**config.mk**
```make
export PLATFORM = sky130hd
export DESIGN_NAME = bt_packetizer
export DESIGN_NICKNAME = d
export VERILOG_FILES = /design/src/rtl/bt_pkg.sv /design/src/rtl/bt_pkt_buf.sv /design/src/rtl/bt_packetizer.sv
export SDC_FILE = /design/constraint.sdc
export NUM_CORES = 1
export LEC_CHECK = 0
export ABC_AREA = 1
export ABC_CLOCK_PERIOD_IN_PS = 7850
export CAP_MARGIN = 10
export CORE_MARGIN = 2
export CORE_UTILIZATION = 65
export CTS_CLUSTER_SIZE = 30
export DETAILED_ROUTE_END_ITERATION = 16
export PLACE_DENSITY = 0.88
export SYNTH_ARGS = -nofsm -noshare
export SYNTH_HDL_FRONTEND = slang
export SYNTH_SLANG_ARGS = --single-unit
```
**constraint.sdc**
```tcl
create_clock -name clk -period 7.85 [get_ports clk]
set_clock_uncertainty 0.2 [all_clocks]
set_input_delay 1.57 -clock clk [delete_from_list [all_inputs] [get_ports clk]]
set_output_delay 1.57 -clock clk [all_outputs]
set_load 0.01 [all_outputs]
```
**src/rtl/bt_pkg.sv**
```systemverilog
// Shared definitions for the bluetooth packetizer: sync word, header field widths, FSM states.
// The header builder keeps the frame layout in one place.
package bt_pkg;

  localparam logic [15:0] SYNC_WORD = 16'hA55A;
  localparam int          SEQ_W     = 8;
  localparam int          LEN_W     = 8;
  localparam int          DATA_W    = 32;

  typedef enum logic [1:0] {
    FILL,
    HDR,
    PAYLOAD,
    TRAIL
  } state_t;

  function automatic logic [DATA_W-1:0] make_header(input logic [SEQ_W-1:0] seq,
                                                    input logic [LEN_W-1:0] len);
    return {SYNC_WORD, seq, len};
  endfunction

endpackage

```
**src/rtl/bt_pkt_buf.sv**
```systemverilog
// Payload store for one packet: written word by word while filling, read by pointer while sending.
module bt_pkt_buf #(
  parameter int DEPTH = 16,
  parameter int AW    = 4
) (
  input  logic          clk,
  input  logic          we,
  input  logic [AW-1:0] waddr,
  input  logic [31:0]   wdata,
  input  logic [AW-1:0] raddr,
  output logic [31:0]   rdata
);

  logic [31:0] mem [DEPTH];

  // NOTE: the array has no reset; every word is written before it is read, so clearing it buys nothing.
  always_ff @(posedge clk) begin
    if (we) mem[waddr] <= wdata;
  end

  assign rdata = mem[raddr];

endmodule

```
**src/rtl/bt_packetizer.sv**
```systemverilog
// Buffers upstream payload words into packets and emits header, payload and checksum trailer
// toward the bluetooth data interface.
module bt_packetizer
  import bt_pkg::*;
#(
  parameter int MAX_WORDS = 16
) (
  input  logic             clk,
  input  logic             reset_n,
  input  logic [31:0]      s_data,
  input  logic             s_valid,
  output logic             s_ready,
  input  logic             s_last,
  output logic [31:0]      m_data,
  output logic             m_valid,
  input  logic             m_ready,
  output logic             m_last,
  output logic [SEQ_W-1:0] seq
);

  localparam int              AW       = (MAX_WORDS > 1) ? $clog2(MAX_WORDS) : 1;
  localparam logic [LEN_W-1:0] LAST_IDX = LEN_W'(MAX_WORDS - 1);

  state_t            state, state_nxt;
  logic [LEN_W-1:0]  count, rd_ptr;
  logic [31:0]       checksum, buf_rdata;
  logic              s_fire, m_fire, close_pkt, last_payload;

  assign s_fire       = s_valid && s_ready;
  assign m_fire       = m_valid && m_ready;
  assign close_pkt    = s_fire && (s_last || count == LAST_IDX);
  assign last_payload = (rd_ptr == count - 1'b1);

  bt_pkt_buf #(.DEPTH(MAX_WORDS), .AW(AW)) u_buf (
    .clk   (clk),
    .we    (s_fire),
    .waddr (count[AW-1:0]),
    .wdata (s_data),
    .raddr (rd_ptr[AW-1:0]),
    .rdata (buf_rdata)
  );

  always_ff @(posedge clk or negedge reset_n) begin
    if (!reset_n) state <= FILL;
    else          state <= state_nxt;
  end

  // NOTE: every output gets a default before the case, so no path leaves a signal unassigned (no latch).
  always_comb begin
    state_nxt = state;
    m_valid   = 1'b0;
    m_last    = 1'b0;
    m_data    = '0;
    unique case (state)
      FILL: begin
        if (close_pkt) state_nxt = HDR;
      end
      HDR: begin
        m_valid = 1'b1;
        m_data  = make_header(seq, count);
        if (m_fire) state_nxt = PAYLOAD;
      end
      PAYLOAD: begin
        m_valid = 1'b1;
        m_data  = buf_rdata;
        if (m_fire && last_payload) state_nxt = TRAIL;
      end
      TRAIL: begin
        m_valid = 1'b1;
        m_last  = 1'b1;
        m_data  = checksum;
        if (m_fire) state_nxt = FILL;
      end
      default: state_nxt = FILL;
    endcase
  end

  // NOTE: state registers use non-blocking assignments so every flop samples pre-edge values.
  always_ff @(posedge clk or negedge reset_n) begin
    if (!reset_n) begin
      s_ready  <= 1'b0;
      count    <= '0;
      rd_ptr   <= '0;
      checksum <= '0;
      seq      <= '0;
    end else begin
      // Registered ready drops the cycle after the closing accept and rises once back in FILL.
      s_ready <= (state_nxt == FILL);
      if (state == FILL && s_fire) begin
        count    <= count + 1'b1;
        checksum <= checksum + s_data;
      end
      if (state == PAYLOAD && m_fire) rd_ptr <= rd_ptr + 1'b1;
      if (state == TRAIL && m_fire) begin
        count    <= '0;
        rd_ptr   <= '0;
        checksum <= '0;
        seq      <= seq + 1'b1;
      end
    end
  end

endmodule

```
# Word level (Yosys, flattened, before mapping)
# Memories as Yosys holds them, arrays and structs flattened.
# Index checks and enable logic that the tools add are counted.
[totals] reg_bits=59 latchBits=0 ram_bits=512 mem_bits_ro=0 inputBits=37 output_inout_bits=43 elab_cells=46 memories=1
[classes] n_addsub=5 mul=0 n_div=0 order_cmp=0 n_eq_ne=5 shifts=0 n_mux=16 bitwise_logic=0 reduce_logical=13
[mem_list] name="u_buf.mem" depth=16 width=32 rd=1 rd_ports_with_merged_regs=0 wr=1 line_no="bt_pkt_buf.sv:14" source="logic [31:0] mem [DEPTH];"
[ops] op="$pmux 32 s3" n=1
[ops] op="$mux 32" n=2
[ops] op="$add 32x32->32" n=1
[ops] op="$mux 8" n=4
[ops] op="$add 8x1->8 const B" n=3
[ops] op="$eq 8x4->1 const B" n=1
[ops] op="$eq 8x8->1" n=1
[ops] op="$mux 2" n=4
[ops] op="$pmux 2 s4" n=1
[ops] op="$sub 8x1->8 const B" n=1
[ops] op="$logic_and 1x1->1" n=7
[ops] op="$eq 2x2->1 const B" n=2
[ops] op="$logic_not 2->1" n=2
[ops] op="$mux 1" n=4
[ops] op="$reduce_bool 2->1" n=2
[ops] op="$reduce_or 3->1" n=1
[ops] op="$eq 2x1->1 const B" n=1
[ops] op="$logic_or 1x1->1" n=1

# Longest topological paths before layout
[logic_depth] depth_word=8 mapped_depth=14 mapped_depth_nobuf=14

# Hierarchy
# Synthesis repeated with hierarchy kept, for this count alone.
[hier_totals] hier_cells=2979 hier_area_um2=27611.5
[modules_own_cells] module="bt_pkt_buf" instances=1 cells_per_inst=2088 area_each_um2=22089.9 seq_area_each_um2=15374.7
[modules_own_cells] module="bt_packetizer" instances=1 cells_per_inst=891 area_each_um2=5521.5 seq_area_each_um2=1476.4

# Worst setup path after synthesis
# No wires, ideal clock.
[synth_path] kind="input port to flip-flop" startpoint="in s_valid" endpoint="mem u_buf.mem[10][0] (enable)" setup_ns=0.421 t_arrival_ns=3.198 t_required_ns=7.229 path_slack_ns=4.031 path_stages=4 path_buffers=0 cell_sequence="nand2_1 inv_1 nand2_1 nor2_1"
[synth_between] elab_chain_len=3
[synth_rtl] element="start, declared" line_no="bt_packetizer.sv:11" source="input logic s_valid,"
[synth_rtl] element="$logic_and 1x1->1" line_no="bt_packetizer.sv:29" source="assign s_fire = s_valid && s_ready;"
[synth_rtl] element="$mux 1" line_no="bt_pkt_buf.sv:18" source="if (we) mem[waddr] <= wdata;"
[synth_rtl] element="$mux 1 (not written as such)" line_no="bt_pkt_buf.sv:18"
[synth_rtl] element="end, declared" line_no="bt_pkt_buf.sv:14"
# No other way between the ends.

# Final worst setup path
[layout_path] startpoint="reg rd_ptr[1]" endpoint="out m_data[10]"
[layout_between] elab_chain_len=2
[layout_rtl] element="start, declared" line_no="bt_packetizer.sv:25" source="logic [LEN_W-1:0] count, rd_ptr;"
[layout_rtl] element="start signal, assigned" line_no="bt_packetizer.sv:93" source="if (state == PAYLOAD && m_fire) rd_ptr <= rd_ptr + 1'b1;"
[layout_rtl] element="$mem_v2 16x32"
[layout_rtl] element="$pmux 32 s3" line_no="bt_packetizer.sv:54" source="unique case (state)"
[layout_rtl] element="end, declared" line_no="bt_packetizer.sv:14" source="output logic [31:0] m_data,"
# No other way between the ends.

==> results.txt <==
Outcome = finished, final reports clean
Dpl hpwl = 41.23 mm
Initial DRT Pass Iterations = 6
WP data required = 6080 ps
Maxcap violations = 0
Total Routed Length = 72.29 mm
# IOs = 80
Number of port buffers = 79
First-pass GRT wire length = 109.0 mm
DR WL/cell = 23.82 µm
Wl on met1 = 24.80 mm
Ys flop type = edfxtp_1
Sequential share of the synthesized area = 65.91%
Gpl congestion = 0.9663
Final Max Slew Viols = 0
DRC = 0
Synth cell types = 43
Vias = 19.59k
Fin. Hold Viols = 0
Hold Crit Class = register to register
Routed Antenna Nets = 0
WHS Path Cells = 1
Cts bufs inserted = 54
Synth top area share = 60.14%
Clock latency on the worst-skew pair = 610 ps
Crit start category = register
Mapped Area = 0.02557 mm²
Row Count = 72
Met2 routed WL = 33.67 mm
Initial antenna violation count = 6
Synth async-reset ratio = 10.33%
Reg2Reg Depth = 10
Total gr overflow = 0
Vias in the first global route = 19.33k
Synth top cells by count = edfxtp_1 (512), nand2_1 (462), nor2_1 (408)
Crit Path Max Fanout = 85
TritonCTS Sinks = 571
Synth Register Bits = 571
TNS Setup = 0 ps
CTS tree = built
Min Tclk post-route = 6052 ps
Final #Nets = 2547
R2R setup slack = 4690 ps
# fillers = 2414
CTS Root Cell = clkbuf_16
Slew Limit Headroom = 14.32%
LEAKAGE = 10.68 nW
Synth warn = 0
Post-Syn Area per Cell = 10.55 µm²
H-tree levels = 2
Initial Util = 66.00%
Setup CP Type = register to output port
Drt first-iter violations = 2927
Hold wc startpoint = seq[7]$_DFFE_PN0P_
Die Y = 202.3 µm
Hold path endpoint = seq[7]$_DFFE_PN0P_
Pre-CTS setup slack = 2695 ps
Gate count after technology mapping = 2423
Cts repair resizes = 0
Share of layout cells above drive strength 1 = 6.088%
RR Startpoint = rd_ptr[1]$_DFFE_PN0P_
IR drop worst, VDD = 0.2644 mV
Post-CTS Hold Fix Bufs = 0
Final Cycle Share = 77.10%
Data arrival time of the critical path = 4280 ps
Gr usage total = 35.57%
Core Area = 0.03874 mm²
Setup violators final = 0
Clock Path Buffers = 3
Largest net degree at the start of global routing = 210
Synth area leaders = edfxtp_1 (60%), nand2_1 (6.8%), nor2_1 (6.0%)
Yosys top cell by area = edfxtp_1
Final worst slack = 1798 ps
R2r endpoint = s_ready$_DFF_PN0_
Setup crit end kind = output port
P&R area growth vs syn = 11.56%
Worst slew pin tran = 1282 ps
F_max = 165.2 MHz
Uppermost layer routed = met5
Clock transition at path regs = 60 ps
EDFF count, synth = 512
Unrepaired setup endpoints after global routing = no
Die area = 0.04094 mm²
Die width = 202.3 µm
Via-per-instance ratio = 6.453
Count leader, synth = edfxtp_1
Post-CTS Setup Bufs = 0
Syn nets = 2498
PwrDens = 372.8 mW/mm²
Met3 wire length = 10.38 mm
-- logic make-up (layout without fill, tap and decap cells) --
logic type / count (synthesis) / after routing / share of synthesized area [%]
other: 0 / 4 / 0
buffers and inverters: 280 / 370 / 4.874
adder cells (fa/ha/maj): 38 / 38 / 1.889
XOR/XNOR: 14 / 14 / 0.5334
AND/OR/NAND/NOR: 1026 / 1026 / 16.06
AO/OA/AOI/OAI: 494 / 494 / 10.74
flip-flops: 571 / 571 / 65.91
-- sequential cells by signal, indices dropped and copies added (netlist names) --
name       cells
state          2
count          8
u_buf.mem    512
s_ready        1
seq            8
checksum      32
rd_ptr         8
-- final cells by class --
cell class / count / area (µm²) / share of cell area [%]
repair buffers: 110 / 1044 / 3.659
flip-flops and latches: 571 / 16860 / 59.11
inverters: 163 / 616.8 / 2.163
clock inverters: 30 / 326.6 / 1.145
diodes: 4 / 10.01 / 0.03509
well taps: 518 / 648.1 / 2.272
clock buffers: 67 / 1420 / 4.979
multi-input cells: 1572 / 7597 / 26.64
-- worst max-delay path, cell delays in order, from the launching register on --
cell and delay (ps):
dfrtp_4 910, buf_4 820, o21ai_0 240, o211ai_1 330, nand3_1 200, nand3_1 250
nand2_1 100, nand3_1 160, clkdlybuf4s50_1 570
-- per-stage QoR --
stage	cells	util [%]	power (mW)	instance area (µm²)	hold WS (ps)
final	3035	73.63	10.63	28520	298.6
after global routing	3034	73.62	11.09	28520	329.9
after CTS	3031	73.60	10.49	28510	305.2
after detailed placement	2934	69.10	7.870	26770	289.4
after global placement	2934	69.10	7.693	26770	274.8
after floorplan	2423	-	6.448	25570	252.5
-- report_power, final --
group | switching, mW | leakage [nW] | internal, mW
Combinational | 2.84 | 4.46 | 1.35
Sequential | 0.280 | 5.36 | 3.56
Clock | 1.12 | 0.854 | 1.48
Total | 4.25 | 10.7 | 6.38
-- layout by cell type (no fill, tap or decap), drive strengths merged, types with 23 or more instances in the layout --
cell type / instances
a21oi: 41
ha: 37
nand2: 468
clkbuf: 67
nand3: 118
o22ai: 76
inv: 163
nor2: 413
o211ai: 52
clkinv: 23
buf: 32
o21ai: 311
dfrtp: 59
edfxtp: 512
clkdlybuf4s50: 78
-- worst max-delay path by stage --
stage / startpoint / endpoint / slack (ps) / cells past startpoint
3_5_place_dp: rd_ptr[1]$_DFFE_PN0P_ / m_data[3] / 2700 / 9
3_3_place_gp: rd_ptr[1]$_DFFE_PN0P_ / m_data[16] / 2740 / 9
2_1_floorplan: s_valid / u_buf.mem[10][0]$_DFFE_PP_ / 4030 / 4
4_1_cts: rd_ptr[1]$_DFFE_PN0P_ / m_data[10] / 1940 / 8
6_report: rd_ptr[1]$_DFFE_PN0P_ / m_data[10] / 1800 / 8
5_1_grt: rd_ptr[1]$_DFFE_PN0P_ / m_data[10] / 1680 / 8
-- routing by layer --
layer | GRT usage (%) | up-vias
met5 | 0 | -
met4 | 18.80 | 2
met3 | 10.03 | 274
met2 | 56.05 | 1620
met1 | 45.23 | 9167
li1 | - | 8522
Power figures use the tool's default switching activity.
